`src/rtl/lutram_fifo16_if.sv`:
```
// lutram_fifo16_if: write/read handshake bundle for lutram_fifo16.
//   slave  modport - the FIFO's view (accepts writes, presents head of queue)
//   master modport - the surrounding logic's view (producer + consumer)
// Signals:
//   WR_VALID/WR_READY/WR_DATA  write stream into the FIFO
//   RD_VALID/RD_READY/RD_DATA  read stream out of the FIFO (RD_DATA registered)
//   LEVEL                      entries held, RAM plus output register (0..17)
interface lutram_fifo16_if #(
  parameter int DATA_W = 8
);
  logic              WR_VALID;
  logic              WR_READY;
  logic [DATA_W-1:0] WR_DATA;
  logic              RD_VALID;
  logic              RD_READY;
  logic [DATA_W-1:0] RD_DATA;
  logic [4:0]        LEVEL;

  modport slave (
    input  WR_VALID, WR_DATA, RD_READY,
    output WR_READY, RD_VALID, RD_DATA, LEVEL
  );

  modport master (
    output WR_VALID, WR_DATA, RD_READY,
    input  WR_READY, RD_VALID, RD_DATA, LEVEL
  );
endinterface

```
`src/rtl/lutram_fifo16.sv`:
```
// lutram_fifo16: 16-entry first-word-fall-through FIFO on distributed RAM.
// DATA_W/2 slices of a 16x2 LUT-RAM hold the queue; a registered output
// stage turns the RAM's asynchronous read port into a valid/ready stream,
// so total capacity is 17 entries.
// Ports:
//   CLK    single clock, rising edge
//   RESET  asynchronous active-high reset (release synchronous to CLK)
//   f      lutram_fifo16_if.slave handshake bundle (see interface header)
// DATA_W must be even and >= 2; bit pair k lives in slice k.

// Behavioural model of the 16x2 simple-dual-port LUT-RAM primitive:
// synchronous write, asynchronous read, contents not reset.
module RAM16SDP2 (
  input  logic       CLK,
  input  logic       WRE,
  input  logic [3:0] WAD,
  input  logic [1:0] DI,
  input  logic [3:0] RAD,
  output logic [1:0] DO
);
  logic [1:0] mem [16];

  always_ff @(posedge CLK) begin
    if (WRE) begin
      mem[WAD] <= DI;
    end
  end

  assign DO = mem[RAD];
endmodule

module lutram_fifo16 #(
  parameter int DATA_W = 8
) (
  input  logic              CLK,
  input  logic              RESET,
  lutram_fifo16_if.slave    f
);
  logic [3:0]        wr_ptr_q,   wr_ptr_d;
  logic [3:0]        rd_ptr_q,   rd_ptr_d;
  logic [4:0]        ram_cnt_q,  ram_cnt_d;
  logic              rd_valid_q, rd_valid_d;
  logic [DATA_W-1:0] rd_data_q,  rd_data_d;
  logic [DATA_W-1:0] ram_rdata;
  logic              ram_full;
  logic              ram_empty;
  logic              wr_acc;
  logic              out_load;

  // Full/empty come from ram_cnt only, so WR_READY has no path from RD_READY.
  assign ram_full  = (ram_cnt_q == 5'd16);
  assign ram_empty = (ram_cnt_q == 5'd0);
  assign wr_acc    = f.WR_VALID & ~ram_full;
  // Refill the output register when it is empty or being drained this cycle.
  assign out_load  = (~rd_valid_q | f.RD_READY) & ~ram_empty;

  // rd_ptr == wr_ptr only when the RAM is empty (no load) or full (no
  // write), so a same-address read/write never happens and no forwarding
  // is needed.
  for (genvar gi = 0; gi < DATA_W / 2; gi++) begin : g_slice
    RAM16SDP2 u_ram (
      .CLK (CLK),
      .WRE (wr_acc),
      .WAD (wr_ptr_q),
      .DI  (f.WR_DATA[2*gi +: 2]),
      .RAD (rd_ptr_q),
      .DO  (ram_rdata[2*gi +: 2])
    );
  end

  always_comb begin
    wr_ptr_d   = wr_ptr_q;
    rd_ptr_d   = rd_ptr_q;
    ram_cnt_d  = ram_cnt_q;
    rd_valid_d = rd_valid_q;
    rd_data_d  = rd_data_q;

    if (wr_acc) begin
      wr_ptr_d = wr_ptr_q + 4'd1;
    end

    if (out_load) begin
      rd_ptr_d   = rd_ptr_q + 4'd1;
      rd_data_d  = ram_rdata;
      rd_valid_d = 1'b1;
    end else if (rd_valid_q & f.RD_READY) begin
      rd_valid_d = 1'b0;
    end

    case ({wr_acc, out_load})
      2'b10:   ram_cnt_d = ram_cnt_q + 5'd1;
      2'b01:   ram_cnt_d = ram_cnt_q - 5'd1;
      default: ram_cnt_d = ram_cnt_q;
    endcase
  end

  always_ff @(posedge CLK or posedge RESET) begin
    if (RESET) begin
      wr_ptr_q   <= '0;
      rd_ptr_q   <= '0;
      ram_cnt_q  <= '0;
      rd_valid_q <= 1'b0;
      rd_data_q  <= '0;
    end else begin
      wr_ptr_q   <= wr_ptr_d;
      rd_ptr_q   <= rd_ptr_d;
      ram_cnt_q  <= ram_cnt_d;
      rd_valid_q <= rd_valid_d;
      rd_data_q  <= rd_data_d;
    end
  end

  assign f.WR_READY = ~ram_full;
  assign f.RD_VALID = rd_valid_q;
  assign f.RD_DATA  = rd_data_q;
  assign f.LEVEL    = ram_cnt_q + {4'd0, rd_valid_q};
endmodule

```
`src/flat_wrapper.sv`:
```
// flat-port wrapper written by rule: the top's interface ports become plain ports
module lutram_fifo16_flat 
#(
  parameter int DATA_W = 8
)
  (CLK, RESET, f_WR_VALID, f_WR_DATA, f_RD_READY, f_WR_READY, f_RD_VALID, f_RD_DATA, f_LEVEL);
  lutram_fifo16_if #(.DATA_W(DATA_W)) f_i ();
  input  logic CLK;
  input  logic RESET;
  input wire logic [$bits(f_i.WR_VALID)-1:0] f_WR_VALID;
  input wire logic [$bits(f_i.WR_DATA)-1:0] f_WR_DATA;
  input wire logic [$bits(f_i.RD_READY)-1:0] f_RD_READY;
  output wire logic [$bits(f_i.WR_READY)-1:0] f_WR_READY;
  output wire logic [$bits(f_i.RD_VALID)-1:0] f_RD_VALID;
  output wire logic [$bits(f_i.RD_DATA)-1:0] f_RD_DATA;
  output wire logic [$bits(f_i.LEVEL)-1:0] f_LEVEL;
  assign f_i.WR_VALID = f_WR_VALID;
  assign f_i.WR_DATA = f_WR_DATA;
  assign f_i.RD_READY = f_RD_READY;
  assign f_WR_READY = f_i.WR_READY;
  assign f_RD_VALID = f_i.RD_VALID;
  assign f_RD_DATA = f_i.RD_DATA;
  assign f_LEVEL = f_i.LEVEL;
  lutram_fifo16 #(.DATA_W(DATA_W)) u_core (.CLK(CLK), .RESET(RESET), .f(f_i));
endmodule
```
`config.mk`:
```
export PLATFORM = sky130hd
export DESIGN_NAME = lutram_fifo16_flat
export DESIGN_NICKNAME = d
export VERILOG_FILES = /design/src/rtl/lutram_fifo16_if.sv /design/src/rtl/lutram_fifo16.sv /design/src/flat_wrapper.sv
export SDC_FILE = /design/constraint.sdc
export NUM_CORES = 1
export LEC_CHECK = 0
export ABC_AREA = 1
export CORE_UTILIZATION = 50
export DETAILED_ROUTE_END_ITERATION = 8
export PLACE_DENSITY = 0.78
export SLEW_MARGIN = 20
export SYNTH_ARGS = -nofsm -noshare
export SYNTH_HDL_FRONTEND = slang
export SYNTH_HIERARCHICAL = 1
export SYNTH_SLANG_ARGS = --single-unit
```
`constraint.sdc`:
```
create_clock -name CLK -period 3.08 [get_ports CLK]
set_input_delay 0.462 -clock CLK [delete_from_list [all_inputs] [get_ports CLK]]
set_output_delay 0.462 -clock CLK [all_outputs]
set_load 0.01 [all_outputs]
```
==> metrics, run 1 <==
root buf cell clkbuf_16; post-synth top area share between 50% and 60%; Syn Nets 797; Layout fillers 1154; DRC Markers 0; synth top area cells edfxtp_1 53%, nand2_1 12%, nand3_1 8.5%; CTS sink cnt 150; Pwr Total 0.00760 W; final hold vios 0; Worst Setup Path Type reg -> out; Vias/cell ~5.1; ys flop type edfxtp_1; Lkg Pwr 3.59 nW; fin crit share 83.2%; sequential fraction of the synthesis area 60.4%; HPWL after DPL 9210 µm; pin count of the biggest net entering global routing 34; min Tclk post-route 2.56 ns; initial antenna violation count 0; Multi-input gate area 2180 µm²; Syn. warnings 6; Critical Path End f_LEVEL[4]; Final TNS setup 0 ns; num ports 27; drt pass-1 iters 6; Remaining Overflow, GRT 0; share of flip-flops with an asynchronous set or reset 14.7%; Die Span Y 123 µm; die footprint 15000 µm²; VDD IR max 0.000466 V; fraction of final layout cells sized beyond drive strength 1 under 10%; Initial Util between 50% and 60%; most frequent cell after synthesis nand2_1; synth cell count leaders 226 x nand2_1, 128 x edfxtp_1, 124 x inv_1, 123 x nand3_1, 70 x nor2_1; Syn Area/Cell 9.38 µm²; drt initial violations 464; IO Port Bufs 26; number of synthesized flops with an enable pin between 100 and 150; Slew headroom between 30 and 40%; clk_skew just under 0.01 ns; Final setup viols 0; Worst Path Max Fanout 5; register bit total from synthesis 150; Non-Filler Instances 1000; maximum clock insertion buffer count 2; number of diodes 0; Rows between 40 and 50; Setup crit start kind flop; post-route ant nets 0; area grow syn2layout 12.7%; RSZ-0062 raised after global routing no; detail-routed net length per standard cell 14.1 µm; crit end category output pin; Post-Synthesis Cells 776; core footprint about 14000 µm²; Power Dens Cells 926 nW/µm²; reg2reg path depth 11; register area 4400 µm²; clock slew at reported path FFs 0.06 ns; routed wire length 14100 µm; postcts setup bufs 0; number of CTS-inserted buffers 17; Cell Area, Synth ~7300 µm²; Slew @ Worst Pin 0.954 ns; crit path DAT between 2 and 2.5 ns; Placer Congestion 0.820; post-cts sizing count 0; via count 5141; Place WS 0.442 ns; H-tree depth 4; Total GRT Usage 21.2%; maxcap violations 0; outcome complete, no violations; placed cells just under 1000; min-delay worst type reg -> reg; Setup WS post-layout 0.517 ns; Synth cell types 27; Critical Path Source u_core/ram_cnt_q[0]; critical path data required time roughly 2.6 ns; first-pass GRT wire length 23700 µm; worst r2r src u_core/ram_cnt_q[2]; CTS Hold Buffers Added 0; Max Clock Freq 0.390 GHz; cell taking the most area after synthesis edfxtp_1; r2r endpoint u_core/ram_cnt_q[4]; vias in the first global route 4978; Pins Over Slew Limit 0; flop2flop setup slack about 0.56 ns; Die W 123 µm; layout net count 828; Clk Latency, worst-skew pair 0.42 ns; CTS tree built
## registers in the layout, indices dropped and copies added (netlist names)
register,count
u_core/g_slice.u_ram/mem,128
u_core/f.RD_DATA,8
u_core/ram_cnt_q,5
u_core/rd_ptr_q,4
u_core/wr_ptr_q,4
u_core/f.RD_VALID,1
## cell usage in the layout, fill, tap and decap left out, types with 2 or more instances in the layout
cell             count
buf_4                6
bufinv_16            2
clkbuf_1             3
clkbuf_16           17
clkdlybuf4s50_1     26
clkinv_2             2
clkinv_4             2
clkinvlp_4           6
dfrtp_1             21
edfxtp_1           128
ha_1                 8
inv_1              124
inv_2                6
inv_4                4
nand2_1            226
nand2_2             17
nand3_1            123
nand3b_1            10
nand4_1              2
nand4_4              2
nor2_1              70
o21ai_0              2
xor2_1               5
## through the flow
stage	hold WS [ns]	util, %	cell area, µm²
after CTS	0.490	58.4	8210
final	0.484	58.4	8210
after floorplan	0.451	-	7280
after detailed placement	0.474	54.4	7640
after global routing	0.516	58.4	8210
after global placement	0.475	54.4	7640
## critical path: stages, from the launching register on
cell             delay (ns)
dfrtp_1                0.46
ha_1                   0.23
ha_1                   0.21
nand3_1                0.10
xor2_1                 0.14
clkdlybuf4s50_1        0.55
## power by group
group	leakage [nW]	internal, W	switching, W	total [W]
Sequential	1.42	0.00249	0.000421	0.00291
Clock	0.258	0.00119	0.000774	0.00196
Combinational	1.91	0.00103	0.00170	0.00272
## worst min-delay path by stage
stage | to | slack, ns | cells after the start | startpoint
after CTS | u_core/f.RD_DATA[5] | 0.49 | 2 | u_core/f.RD_DATA[5]
after global placement | u_core/f.RD_DATA[5] | 0.48 | 2 | u_core/f.RD_DATA[5]
after global routing | u_core/f.RD_DATA[4] | 0.52 | 2 | u_core/f.RD_DATA[4]
after detailed placement | u_core/f.RD_DATA[5] | 0.47 | 2 | u_core/f.RD_DATA[5]
after floorplan | u_core/f.RD_DATA[0] | 0.45 | 1 | RESET
final | u_core/f.RD_DATA[5] | 0.48 | 2 | u_core/f.RD_DATA[5]
## final cells by class
cell class              count  area share [%]
clock inverters            12            1.62
well taps                 180            2.74
inverters                 135            6.47
flip-flops and latches    150            53.6
multi-input cells         471            26.6
repair buffers             32            3.72
clock buffers              20            5.32
## logic make-up (layout without fill, tap and decap cells)
group / after synthesis / count (layout) / share of synthesized area (%)
buffers and inverters: 155 / 199 / 9.71
AOI/OAI and AO/OA: 3 / 3 / 0.206
DFF: 150 / 150 / 60.4
adders and majority gates: 9 / 9 / 1.65
and+or+nand+nor: 453 / 453 / 27.4
xor gates and xnor gates: 6 / 6 / 0.722
## metal layers
| layer | vias up | routed length, µm | global-route usage, % |
|---|---|---|---|
| met5 | - | 0 | 0 |
| met4 | 0 | 333 | 9.60 |
| met3 | 32 | 883 | 5.58 |
| met2 | 179 | 7110 | 35.4 |
| met1 | 2376 | 5740 | 25.7 |
| li1 | 2554 | - | - |
No activity file was read; power rests on OpenSTA's default activity.
==> run 2, diff against run 1 <==
Clock period 3.08 ns to 2.5 ns, I/O delays scaled along.
==> run 2 against run 1 <==
  * Sequential power increased by 20%
  * Non-clock buffer count increased by 6
  * Critical path type unchanged
  * Combinational power up 28%
  * Register-to-register slack lost 0.27 ns
  * Die area is the same
  * Highest routed layer unchanged
==> metrics, run 2 (synthesis gave the netlist of run 1 again) <==
outcome complete, no violations; Cell Int Power about 0.0061 W; global route hottest layer met2; pin count of the biggest net entering global routing 27; Max Clock Freq 0.427 GHz; Total GRT Usage a little over a fifth; post-route ant nets 0; final hold vios 0; Pins Over Slew Limit 0; met2 Resource Use GR 35.2%; VDD IR max around 0.0008 V; root buf cell clkbuf_16; area grow syn2layout 14.5%; Setup crit start kind flop; Final TNS setup 0 ns; min Tclk post-route 2.34 ns; critical path data required time 2.12 ns; clk_skew 0.0138 ns; drt pass-1 iters 5; Clk pwr share 27.6%; maximum clock insertion buffer count 2; crit end category output pin; flop2flop setup slack 0.29 ns; crit path DAT 1.97 ns; vias in the first global route 4896; Die W ~120 µm; final instance area 8330 µm²; Worst Setup Path Type reg -> out; Rows 43; Vias/cell between 5 and 6; Slew headroom 51.5%; Die Span Y 123 µm; r2r endpoint u_core/ram_cnt_q[4]; switching power 0.00352 W; Final setup viols 0; reg2reg path depth 12; Pwr Total 0.00965 W; Critical Path Source u_core/ram_cnt_q[0]; IO Port Bufs 26; HPWL after DPL 9370 µm; clock slew at reported path FFs approximately 0.06 ns; CTS tree built; Clk Latency, worst-skew pair 0.42 ns; drt initial violations 469; routed wire length 14400 µm; Largest register FFs approximately 130; first-pass GRT wire length 23900 µm; commonest non-fill, non-tap cell in the layout nand2_1; Setup WS post-layout 0.156 ns; Power Dens Cells ~1200 nW/µm²; Comb power frac 36.1%; layout net count about 830; worst r2r src u_core/ram_cnt_q[2]; RSZ-0062 raised after global routing no; die footprint between 15000 and 20000 µm²; Slew @ Worst Pin 0.727 ns; DRC Markers 0; fin crit share roughly 94%; Sequential Power Share 36.3%; most frequent cells in the layout 226 x nand2_1, 128 x edfxtp_1, 124 x inv_1; Placer Congestion about 0.83; Place WS ~0.19 ns; met1 Resource Use GR 26.8%; maxcap violations 0; number of diodes 0; M3 GR Usage under 10%; H-tree depth 4; initial antenna violation count 0; detail-routed net length per standard cell 14.3 µm; Net Sw Frac 36.5%; num ports 27; min-delay worst type in -> async; fraction of final layout cells sized beyond drive strength 1 8.96%; Lkg Pwr 3.68 nW; core footprint about 14000 µm²; via count 5152; Worst Path Max Fanout 5; Largest Register u_core/g_slice.u_ram/mem; Initial Util 51.8%; CTS sink cnt 150; Placed Area 7710 µm²; number of CTS-inserted buffers 17; Remaining Overflow, GRT 0
## run 2: cell types whose count changed in the layout (fill, tap and decap cells not counted)
cell | previous run | this run
bufinv_16 | 2 | 4
dlygate4sd2_1 | 0 | 1
clkbuf_8 | 0 | 3
buf_4 | 6 | 10
dfrtp_1 | 21 | 20
clkinv_4 | 2 | 1
buf_12 | 0 | 2
clkinv_2 | 2 | 1
dfrtp_2 | 1 | 2
clkinvlp_4 | 6 | 1
clkinv_1 | 0 | 2
clkdlybuf4s50_1 | 26 | 25
## run 2: worst max-delay path, cell delays in order, from the launching register on
cell	delay (ns)
dfrtp_2	0.45
ha_1	0.22
ha_1	0.21
xor2_1	0.13
clkdlybuf4s50_1	0.55
## run 2: worst max-delay path by stage
stage / end / slack [ns] / cells after the start
after floorplan: u_core/ram_cnt_q[4] / 0.38 / 12
after CTS: f_LEVEL[2] / 0.12 / 4
final: f_LEVEL[2] / 0.16 / 4
after detailed placement: u_core/ram_cnt_q[4] / 0.19 / 9
after global routing: f_LEVEL[2] / 0.05 / 4
after global placement: u_core/ram_cnt_q[4] / 0.22 / 9
## run 2: per-stage QoR
step | std cells | hold slack, ns | util [%]
after floorplan | 776 | 0.364 | -
after global placement | 974 | 0.473 | 54.9
after detailed placement | 974 | 0.482 | 54.9
after CTS | 1006 | 0.319 | 59.3
after global routing | 1006 | 0.354 | 59.3
final | 1006 | 0.323 | 59.3
## run 2: repair_timing
action / 4_1_cts / 5_1_grt
endpoints found under the setup margin: 1 / 0
buffers inserted: 0 / 0
resized for setup: 2 / 0
hold buffers: 0 / 0
## run 2: metal layers
layer  up-vias  part of all wire, %
li1       2571                    -
met1      2404                   43
met2       162                   50
met3        15                  6.4
met4         0                  1.2
met5         -                    0
## run 2: layout make-up
cell class,instances,area [µm²]
multi-input combinational,471,2180
tap,180,225
clock inverter,9,149
clock buffer,23,478
timing repair buffer,38,374
inverter,135,531
fill,1180,5710
sequential,150,4400
## run 2: power groups by stage
stage / sequential (W) / combinational (W) / clock (W)
after floorplan: 0.00345 / 0.00258 / 0
after global placement: 0.00353 / 0.00341 / 0
after detailed placement: 0.00354 / 0.00348 / 0
after CTS: 0.00350 / 0.00350 / 0.00270
after global routing: 0.00355 / 0.00397 / 0.00279
final: 0.00350 / 0.00349 / 0.00266
